===== config.mk =====
export PLATFORM = sky130hd
export DESIGN_NAME = pattern_frame_tx
export DESIGN_NICKNAME = d
export VERILOG_FILES = /design/src/rtl/pattern_frame_tx.sv
export SDC_FILE = /design/constraint.sdc
export NUM_CORES = 1
export LEC_CHECK = 0
export CORE_UTILIZATION = 49
export DETAILED_ROUTE_END_ITERATION = 10
export MAX_ROUTING_LAYER = met4
export PLACE_DENSITY = 0.74
export SLEW_MARGIN = 0
export SYNTH_ARGS = -nofsm -noshare
export SYNTH_HDL_FRONTEND = slang
export SYNTH_SLANG_ARGS = --single-unit
export TNS_END_PERCENT = 1

===== constraint.sdc =====
create_clock -name clk -period 2.1 [get_ports clk]
set_clock_uncertainty 0.2 [all_clocks]
set_input_delay 0.42 -clock clk [delete_from_list [all_inputs] [get_ports clk]]
set_output_delay 0.42 -clock clk [all_outputs]
set_load 0.01 [all_outputs]

===== src/rtl/pattern_frame_tx.sv =====
// Serial frame transmitter: prefixes each frame with the 11010 marker and bit-stuffs the payload
// so a downstream 11010 detector fires only on the marker.
module pattern_frame_tx #(
  parameter int unsigned DATA_WIDTH = 8
) (
  input  logic                  clk,
  input  logic                  reset,
  input  logic [DATA_WIDTH-1:0] In_Data,
  input  logic                  In_Last,
  input  logic                  In_Valid,
  output logic                  In_Ready,
  output logic                  Bit_Out,
  output logic                  Bit_Valid,
  output logic                  Stuff_Flag,
  output logic                  Frame_Busy,
  output logic                  Underrun
);

  localparam int unsigned     IdxW    = $clog2(DATA_WIDTH);
  localparam logic [IdxW-1:0] IdxLast = IdxW'(DATA_WIDTH - 1);
  localparam logic [4:0]      Marker  = 5'b11010;

  typedef enum logic [2:0] {StIdle, StMarker, StPayload, StStuff, StFill} state_e;
  typedef enum logic [2:0] {TrS0, TrS1, TrS11, TrS110, TrS1101} track_e;

  state_e                state_q, state_d;
  track_e                track_q, track_d;
  logic [2:0]            mcnt_q, mcnt_d;
  logic [IdxW-1:0]       idx_q, idx_d;
  logic [DATA_WIDTH-1:0] shift_q, shift_d;
  logic                  last_q, last_d;
  logic [DATA_WIDTH-1:0] buf_q;
  logic                  buf_last_q;
  logic                  buf_full_q, buf_full_d;
  logic                  bit_q, bit_d;
  logic                  valid_q, valid_d;
  logic                  stuff_q, stuff_d;
  logic                  busy_q, busy_d;
  logic                  underrun_q, underrun_d;
  logic                  accept;
  logic                  load;
  logic                  step;

  assign In_Ready   = ~buf_full_q;
  assign accept     = In_Valid & ~buf_full_q;
  assign Bit_Out    = bit_q;
  assign Bit_Valid  = valid_q;
  assign Stuff_Flag = stuff_q;
  assign Frame_Busy = busy_q;
  assign Underrun   = underrun_q;

  // Shadow of the line detector, fed with the bit currently on the line.
  always_comb begin
    track_d = TrS0;
    case (track_q)
      TrS0:    track_d = bit_q ? TrS1    : TrS0;
      TrS1:    track_d = bit_q ? TrS11   : TrS0;
      TrS11:   track_d = bit_q ? TrS11   : TrS110;
      TrS110:  track_d = bit_q ? TrS1101 : TrS0;
      TrS1101: track_d = bit_q ? TrS11   : TrS0;
      default: track_d = TrS0;
    endcase
  end

  always_comb begin
    state_d    = state_q;
    mcnt_d     = mcnt_q;
    idx_d      = idx_q;
    shift_d    = shift_q;
    last_d     = last_q;
    load       = 1'b0;
    step       = 1'b0;
    bit_d      = 1'b0;
    valid_d    = 1'b0;
    stuff_d    = 1'b0;

    case (state_q)
      StIdle: begin
        if (buf_full_q) begin
          state_d = StMarker;
          mcnt_d  = 3'd0;
        end
      end
      StMarker: begin
        if (mcnt_q == 3'd4) begin
          state_d = StPayload;
          load    = 1'b1;
        end else begin
          mcnt_d = mcnt_q + 3'd1;
        end
      end
      // A stuff cycle defers the shift/word-end step so counters hold across it.
      StPayload: begin
        if (track_d == TrS1101) begin
          state_d = StStuff;
        end else begin
          step = 1'b1;
        end
      end
      StStuff: step = 1'b1;
      StFill: begin
        if (buf_full_q) begin
          state_d = StPayload;
          load    = 1'b1;
        end
      end
      default: state_d = StIdle;
    endcase

    if (step) begin
      if (idx_q != IdxLast) begin
        state_d = StPayload;
        shift_d = {shift_q[DATA_WIDTH-2:0], 1'b0};
        idx_d   = idx_q + IdxW'(1);
      end else if (!last_q) begin
        if (buf_full_q) begin
          state_d = StPayload;
          load    = 1'b1;
        end else begin
          state_d = StFill;
        end
      end else if (buf_full_q) begin
        state_d = StMarker;
        mcnt_d  = 3'd0;
      end else begin
        state_d = StIdle;
      end
    end

    if (load) begin
      shift_d = buf_q;
      last_d  = buf_last_q;
      idx_d   = '0;
    end

    buf_full_d = accept ? 1'b1 : (load ? 1'b0 : buf_full_q);

    case (state_d)
      StMarker: begin
        bit_d   = Marker[3'd4 - mcnt_d];
        valid_d = 1'b1;
      end
      StPayload: begin
        bit_d   = shift_d[DATA_WIDTH-1];
        valid_d = 1'b1;
      end
      StStuff: begin
        bit_d   = 1'b1;
        valid_d = 1'b1;
        stuff_d = 1'b1;
      end
      default: ;
    endcase

    busy_d     = (state_d != StIdle);
    underrun_d = (state_d == StFill) && (state_q != StFill);
  end

  always_ff @(posedge clk or negedge reset) begin
    if (!reset) begin
      state_q    <= StIdle;
      track_q    <= TrS0;
      mcnt_q     <= '0;
      idx_q      <= '0;
      shift_q    <= '0;
      last_q     <= 1'b0;
      buf_q      <= '0;
      buf_last_q <= 1'b0;
      buf_full_q <= 1'b0;
      bit_q      <= 1'b0;
      valid_q    <= 1'b0;
      stuff_q    <= 1'b0;
      busy_q     <= 1'b0;
      underrun_q <= 1'b0;
    end else begin
      state_q    <= state_d;
      track_q    <= track_d;
      mcnt_q     <= mcnt_d;
      idx_q      <= idx_d;
      shift_q    <= shift_d;
      last_q     <= last_d;
      buf_full_q <= buf_full_d;
      bit_q      <= bit_d;
      valid_q    <= valid_d;
      stuff_q    <= stuff_d;
      busy_q     <= busy_d;
      underrun_q <= underrun_d;
      if (accept) begin
        buf_q      <= In_Data;
        buf_last_q <= In_Last;
      end
    end
  end

endmodule


==> out/metrics.cfg, run 1 <==
[outcome]
status = complete, but fails checks
violations = setup timing

[die]
ioPinCount = 18
fp-row-count = 20
design.die.area_um2 = 3580
fp.dieW_um = 59.8
core_area_um2 = 3100
start_util = 0.528
fp.dieH_um = 59.8

[global_routing]
antenna_found_initial = 0
grt_max_degree = 37
grt_first_pass_wirelength_um = 5360
top_usage_layer = met2
grt_use_met3 = 0.0714
grt_pass1_vias = 1224
grt_usage = 0.214
grt_use_met2 = 0.341
grt_overflow = 0
use_met1 = 0.246

[setup_path]
cp_max_fo = 6
timing_worst_setup_path_type = reg2reg
start_kind = flip-flop
reg2reg_from = state_q[1]
worst-endpoint-arrival_ps = 2170
ff2ff_path_depth = 6
reg2reg_to = Bit_Out
endpoint = Bit_Out
end_kind = flip-flop
cp-startpoint = state_q[1]
cp.required_ps = 2150
r2r_slack_ps = -20

[detailed_routing]
route.detailed.drc = 0
drt_wl_total_um = 3180
first_pass_iters = 4
vias_per_cell = 5.42
ant_nets = 0
wl_per_cell_um = 14.2
routed-via-count = 1214
dr.first_iter.drc_count = 49

[final_layout]
layout.cells.non_filler = 224
drive_gt1_frac = 0.222
final_common_cell = dfrtp_1
area_growth_pct = 25.4
nFillCells = 255
most-common-layout-cells = dfrtp_1 (35), clkdlybuf4s50_1 (16), o21ai_0 (14), inv_1 (13)
diodes = 0
nets = 195
finalCoreUtilization = 0.663

[synthesis]
avgSynthCellArea_um2 = 10.9
ys_seq_area_frac = 0.550
synth.cell_area_um2 = 1640
syn-instance-count = 150
synth_top_area_cell = dfrtp_1
synth_cell_types = 36
synth.area.top_cells = dfrtp_1 (55%), mux2_2 (6.9%), o21ai_0 (4.3%), inv_1 (3.2%), ha_1 (3.1%)
synth_top_area_frac = 0.550
syn_nets = 166
yosys_warnings = 0
synth_seq_cells = 36

[clock_tree]
cts_hold_buf = 0
post_cts_buffers = 0
cts-root-buf = clkbuf_4
clkLatencyLatePin_ps = 350
cts_buffer_depth = 2
clk_pin_slew_ps = 110
cts_buffers = 5
cts_tree = built
htree_num_levels = 2
clock_sinks = 36

[sta]
worst_pin_slew_ps = 441
grt_setup_unrepaired = true
post-route-min-period_ps = 2120
setup_viol = 1
final_hold_viol_count = 0
slew_violations = 0
period_share = 1.01
timing.slew.headroom = 0.706
worst_slack_ps = -20.8
whs_ps = 274
fmax_mhz = 472

[placed_design]
gp_congestion = 0.942
portBuffers = 17
hpwl_um = 2310
place_inst = 216

[pwr]
powerDensity_nw_per_um2 = 1380
vdd_drop_max_mv = 0.671
leakage_uw = 0.000919
power.total_uw = 2830

[flow_run]
maxCapViolations = 0

[hold_path]
min_path_type = in2async

[kinds of logic (layout without fill, tap and decap cells)]
family          count (synthesis)  count (layout)  synth area share
simple gates                   37              37             0.124
mux                            12              12            0.0809
compound gates                 40              40             0.158
fa+ha+maj                       4               4            0.0305
flops                          36              36             0.550
buf+inv                        19              49            0.0458
xor+xnor                        2               2            0.0107
[per-layer routing]
layer	routed length [µm]	part of all wire
met2	1560	0.49
met4	63	0.020
met1	1430	0.45
met3	136	0.043
met5	0	0
[where the power goes]
part / switching, µW / internal, µW
clock: 230 / 316
sequential: 168 / 952
combinational: 584 / 581
total: 982 / 1850
[timing repair]
item | CTS | global route
pin swaps | 1 | 1
gates resized for setup | 6 | 5
endpoints found under the setup margin | 4 | 12
[cell usage after synthesis, drive strengths merged]
| master | count |
|---|---|
| dfrtp | 36 |
| inv | 14 |
| o21ai | 14 |
| mux2 | 10 |
| a21oi | 9 |
| nand2 | 8 |
| nor2 | 7 |
| nor2b | 7 |
| a22oi | 6 |
| buf | 4 |
| ha | 4 |
| a31oi | 3 |
| a22o | 2 |
| and3 | 2 |
| mux2i | 2 |
| nand2b | 2 |
| nor3 | 2 |
| o2bb2ai | 2 |
| xnor2 | 2 |
| a21o | 1 |
| a221o | 1 |
| a311oi | 1 |
| a41oi | 1 |
| and2 | 1 |
| and4b | 1 |
| clkbuf | 1 |
| nand3 | 1 |
| nand3b | 1 |
| nand4b | 1 |
| nor3b | 1 |
| or2 | 1 |
| or3 | 1 |
| or3b | 1 |
[final cells by class]
type	count	area, µm²	area share
Inverter	14	52.6	0.0256
Timing Repair Buffer	27	244	0.119
Multi-Input combinational cell	95	707	0.344
Clock buffer	7	65.1	0.0316
Clock inverter	1	30.0	0.0146
Tap cell	44	55.1	0.0268
Sequential cell	36	902	0.439
[metrics by stage]
step	area (µm²)	setup WS, ps	TNS [ps]
finish	2060	-20.8	-20.8
global route	2060	-81.1	-98.4
CTS	2030	-6.60	-14.5
detailed placement	1920	-45.5	-45.5
global placement	1920	-9.30	-9.30
floorplan	1640	16.4	0
[critical path, cell delays in order, from the launching register on]
cell	delay [ps]
dfrtp_1	450
or3b_1	420
a21oi_2	150
a311oi_2	60
xnor2_1	140
or3_1	310
a221o_1	290
[state kept, by name, summed over array words and instances, names as in the netlist]
name,count
Frame_Busy,1
buf_last_q,1
Stuff_Flag,1
track_q,3
Underrun,1
Bit_Out,1
idx_q,3
state_q,3
Bit_Valid,1
mcnt_q,3
buf_q,8
shift_q,8
last_q,1
buf_full_q,1
[how the worst min path moves through the flow]
stage,cells after the start,startpoint,end
final,2,reset,Stuff_Flag
after global routing,2,reset,track_q[1]
after CTS,2,reset,track_q[1]
after floorplan,0,reset,Bit_Out
after detailed placement,2,shift_q[0],shift_q[0]
after global placement,1,track_q[2],track_q[0]
No activity file was read; power rests on OpenSTA's default activity.
==> run 2: changes to the inputs <==
--- a/config.mk
+++ b/config.mk
@@ -9,6 +9,7 @@
 export DETAILED_ROUTE_END_ITERATION = 10
 export MAX_ROUTING_LAYER = met4
 export PLACE_DENSITY = 0.74
+export SKIP_LAST_GASP = 1
 export SLEW_MARGIN = 0
 export SYNTH_ARGS = -nofsm -noshare
 export SYNTH_HDL_FRONTEND = slang
==> out/metrics.cfg, run 2 (synthesis gave the netlist of run 1 again) <==
[outcome]
status = complete, but fails checks
violations = setup timing

[pwr]
vdd_drop_max_mv = 0.666  ; -0.66%
switching_share = 0.341  ; -0.00634
comb_power_share = 0.398  ; -0.014
leakage_uw = 0.000914  ; -0.54%
powerDensity_nw_per_um2 = 1370  ; -0.65%
power.switching_uw = 940  ; -4.3%
pwr-share-clk = 0.197  ; +0.004
pwr-share-seq = 0.405  ; +0.009
p_int_uw = 1820  ; -1.6%

[detailed_routing]
routed-via-count = 1208  ; -0.49%
route.detailed.drc = 0  ; unchanged
dr.first_iter.drc_count = 51  ; +4.1%
wl_per_cell_um = 14.0  ; -1.4%
drt_wl_total_um = 3140  ; -1.4%
first_pass_iters = 4  ; unchanged
vias_per_cell = 5.39  ; -0.49%
ant_nets = 0  ; unchanged

[final_layout]
most-common-layout-cells = dfrtp_1 (36), clkdlybuf4s50_1 (16), inv_1 (14), o21ai_0 (14)
nets = 195  ; unchanged
reg_top3 = buf_q: 8 flops, shift_q: 8 flops
diodes = 0  ; unchanged
final_common_cell = dfrtp_1
nFillCells = 260  ; +2.0%
layout.cells.non_filler = 224  ; unchanged
finalCoreUtilization = 0.650  ; -0.0125
area_growth_pct = 23.1
drive_gt1_frac = 0.189  ; -0.0333

[setup_path]
worst-endpoint-arrival_ps = 2180  ; about the same
reg2reg_from = track_q[1]
end_kind = flip-flop
cp.required_ps = 2140  ; about the same
start_kind = flip-flop
timing_worst_setup_path_type = reg2reg
cp_max_fo = 4  ; -2
cp-startpoint = track_q[1]

[sta]
final_hold_viol_count = 0  ; unchanged
worst_pin_slew_ps = 441  ; -0.367 ps
tns_ps = -34.8  ; -14.0 ps
whs_ps = 276  ; +1.92 ps
post-route-min-period_ps = 2130  ; +14.0 ps
timing.slew.headroom = 0.706  ; about the same
setup_viol = 1  ; unchanged
fmax_mhz = 468  ; -0.66%
period_share = 1.02  ; +0.00669
grt_setup_unrepaired = true
worst_slack_ps = -34.8  ; -14.0 ps
slew_violations = 0  ; unchanged

[die]
ioPinCount = 18  ; unchanged
start_util = 0.528  ; unchanged
fp.dieW_um = 59.8  ; unchanged
design.die.area_um2 = 3580  ; unchanged
fp-row-count = 20  ; unchanged
core_area_um2 = 3100  ; unchanged
fp.dieH_um = 59.8  ; unchanged

[clock_tree]
cts_buffer_depth = 2  ; unchanged
cts_tree = built
cts_hold_buf = 0  ; unchanged
clk_pin_slew_ps = 110  ; about the same
cts_buffers = 5  ; unchanged
htree_num_levels = 2  ; unchanged
clkLatencyLatePin_ps = 350  ; about the same
clock_sinks = 36  ; unchanged
cts-root-buf = clkbuf_4

[global_routing]
grt_usage = 0.212  ; -0.00133
grt_first_pass_wirelength_um = 5320  ; -0.78%
use_met1 = 0.247  ; +0.000348
grt_use_met3 = 0.0714  ; unchanged
antenna_found_initial = 0  ; unchanged
top_usage_layer = met2
grt_use_met2 = 0.337  ; -0.00476
grt_max_degree = 37  ; unchanged
grt_overflow = 0  ; unchanged
grt_pass1_vias = 1213  ; -0.90%

[placed_design]
portBuffers = 17  ; unchanged
hpwl_um = 2310  ; unchanged
place_inst = 216  ; unchanged
gp_congestion = 0.942  ; unchanged
preCtsSetupSlack_ps = -45.5  ; unchanged

[flow_run]
maxCapViolations = 0  ; unchanged

[hold_path]
min_path_type = in2async

run 2: cell counts in the layout (fill, tap and decap cells not counted):
Identical to the previous run, type by type.
run 2: per-layer routing:
metal / share of wire / vias up
met5: 0 / -
met4: 0.013 / 0
met3: 0.050 / 6
met2: 0.49 / 31
met1: 0.44 / 590
li1: - / 581
run 2: through the flow:
stage,power [µW],instance area [µm²]
3_5_place_dp,2230,1920
4_1_cts,2770,2010
2_1_floorplan,1830,1640
3_3_place_gp,2160,1920
6_report,2760,2020
5_1_grt,2960,2020
run 2: power groups by stage:
stage / registers (µW) / clock network (µW) / logic, µW
CTS: 1120 / 553 / 1100
global placement: 1110 / 0 / 1050
global route: 1150 / 585 / 1230
detailed placement: 1130 / 0 / 1100
floorplan: 1110 / 0 / 726
finish: 1120 / 544 / 1100
run 2: repair_timing:
item,in CTS,in global routing
buffers inserted,0,0
resized for setup,2,1
setup endpoints to repair,4,12
run 2: final timing paths:
path / to / slack [ps] / cells after the start
setup / recovery: Bit_Out / -30 / 6
hold / removal: track_q[1] / 280 / 2
setup reg to reg: Bit_Out / -30 / 6
hold reg to reg: shift_q[0] / 300 / 2
max in group asynchronous: mcnt_q[0] / 1100 / 2
min in group clk: shift_q[0] / 300 / 2
run 2: cell type report:
class / instances / area, µm² / area share
Sequential cell: 36 / 901 / 0.447
Multi-Input combinational cell: 95 / 669 / 0.332
Timing Repair Buffer: 27 / 244 / 0.121
Clock buffer: 7 / 65.1 / 0.0323
Tap cell: 44 / 55.1 / 0.0273
Inverter: 14 / 52.6 / 0.0261
Clock inverter: 1 / 30.0 / 0.0149
run 2: critical path, stage by stage (launching register included):
cell	delay, ps
dfrtp_1	430
and4b_1	250
a21oi_2	230
nor2b_1	230
mux2i_1	230
a21oi_1	110
a221o_1	360
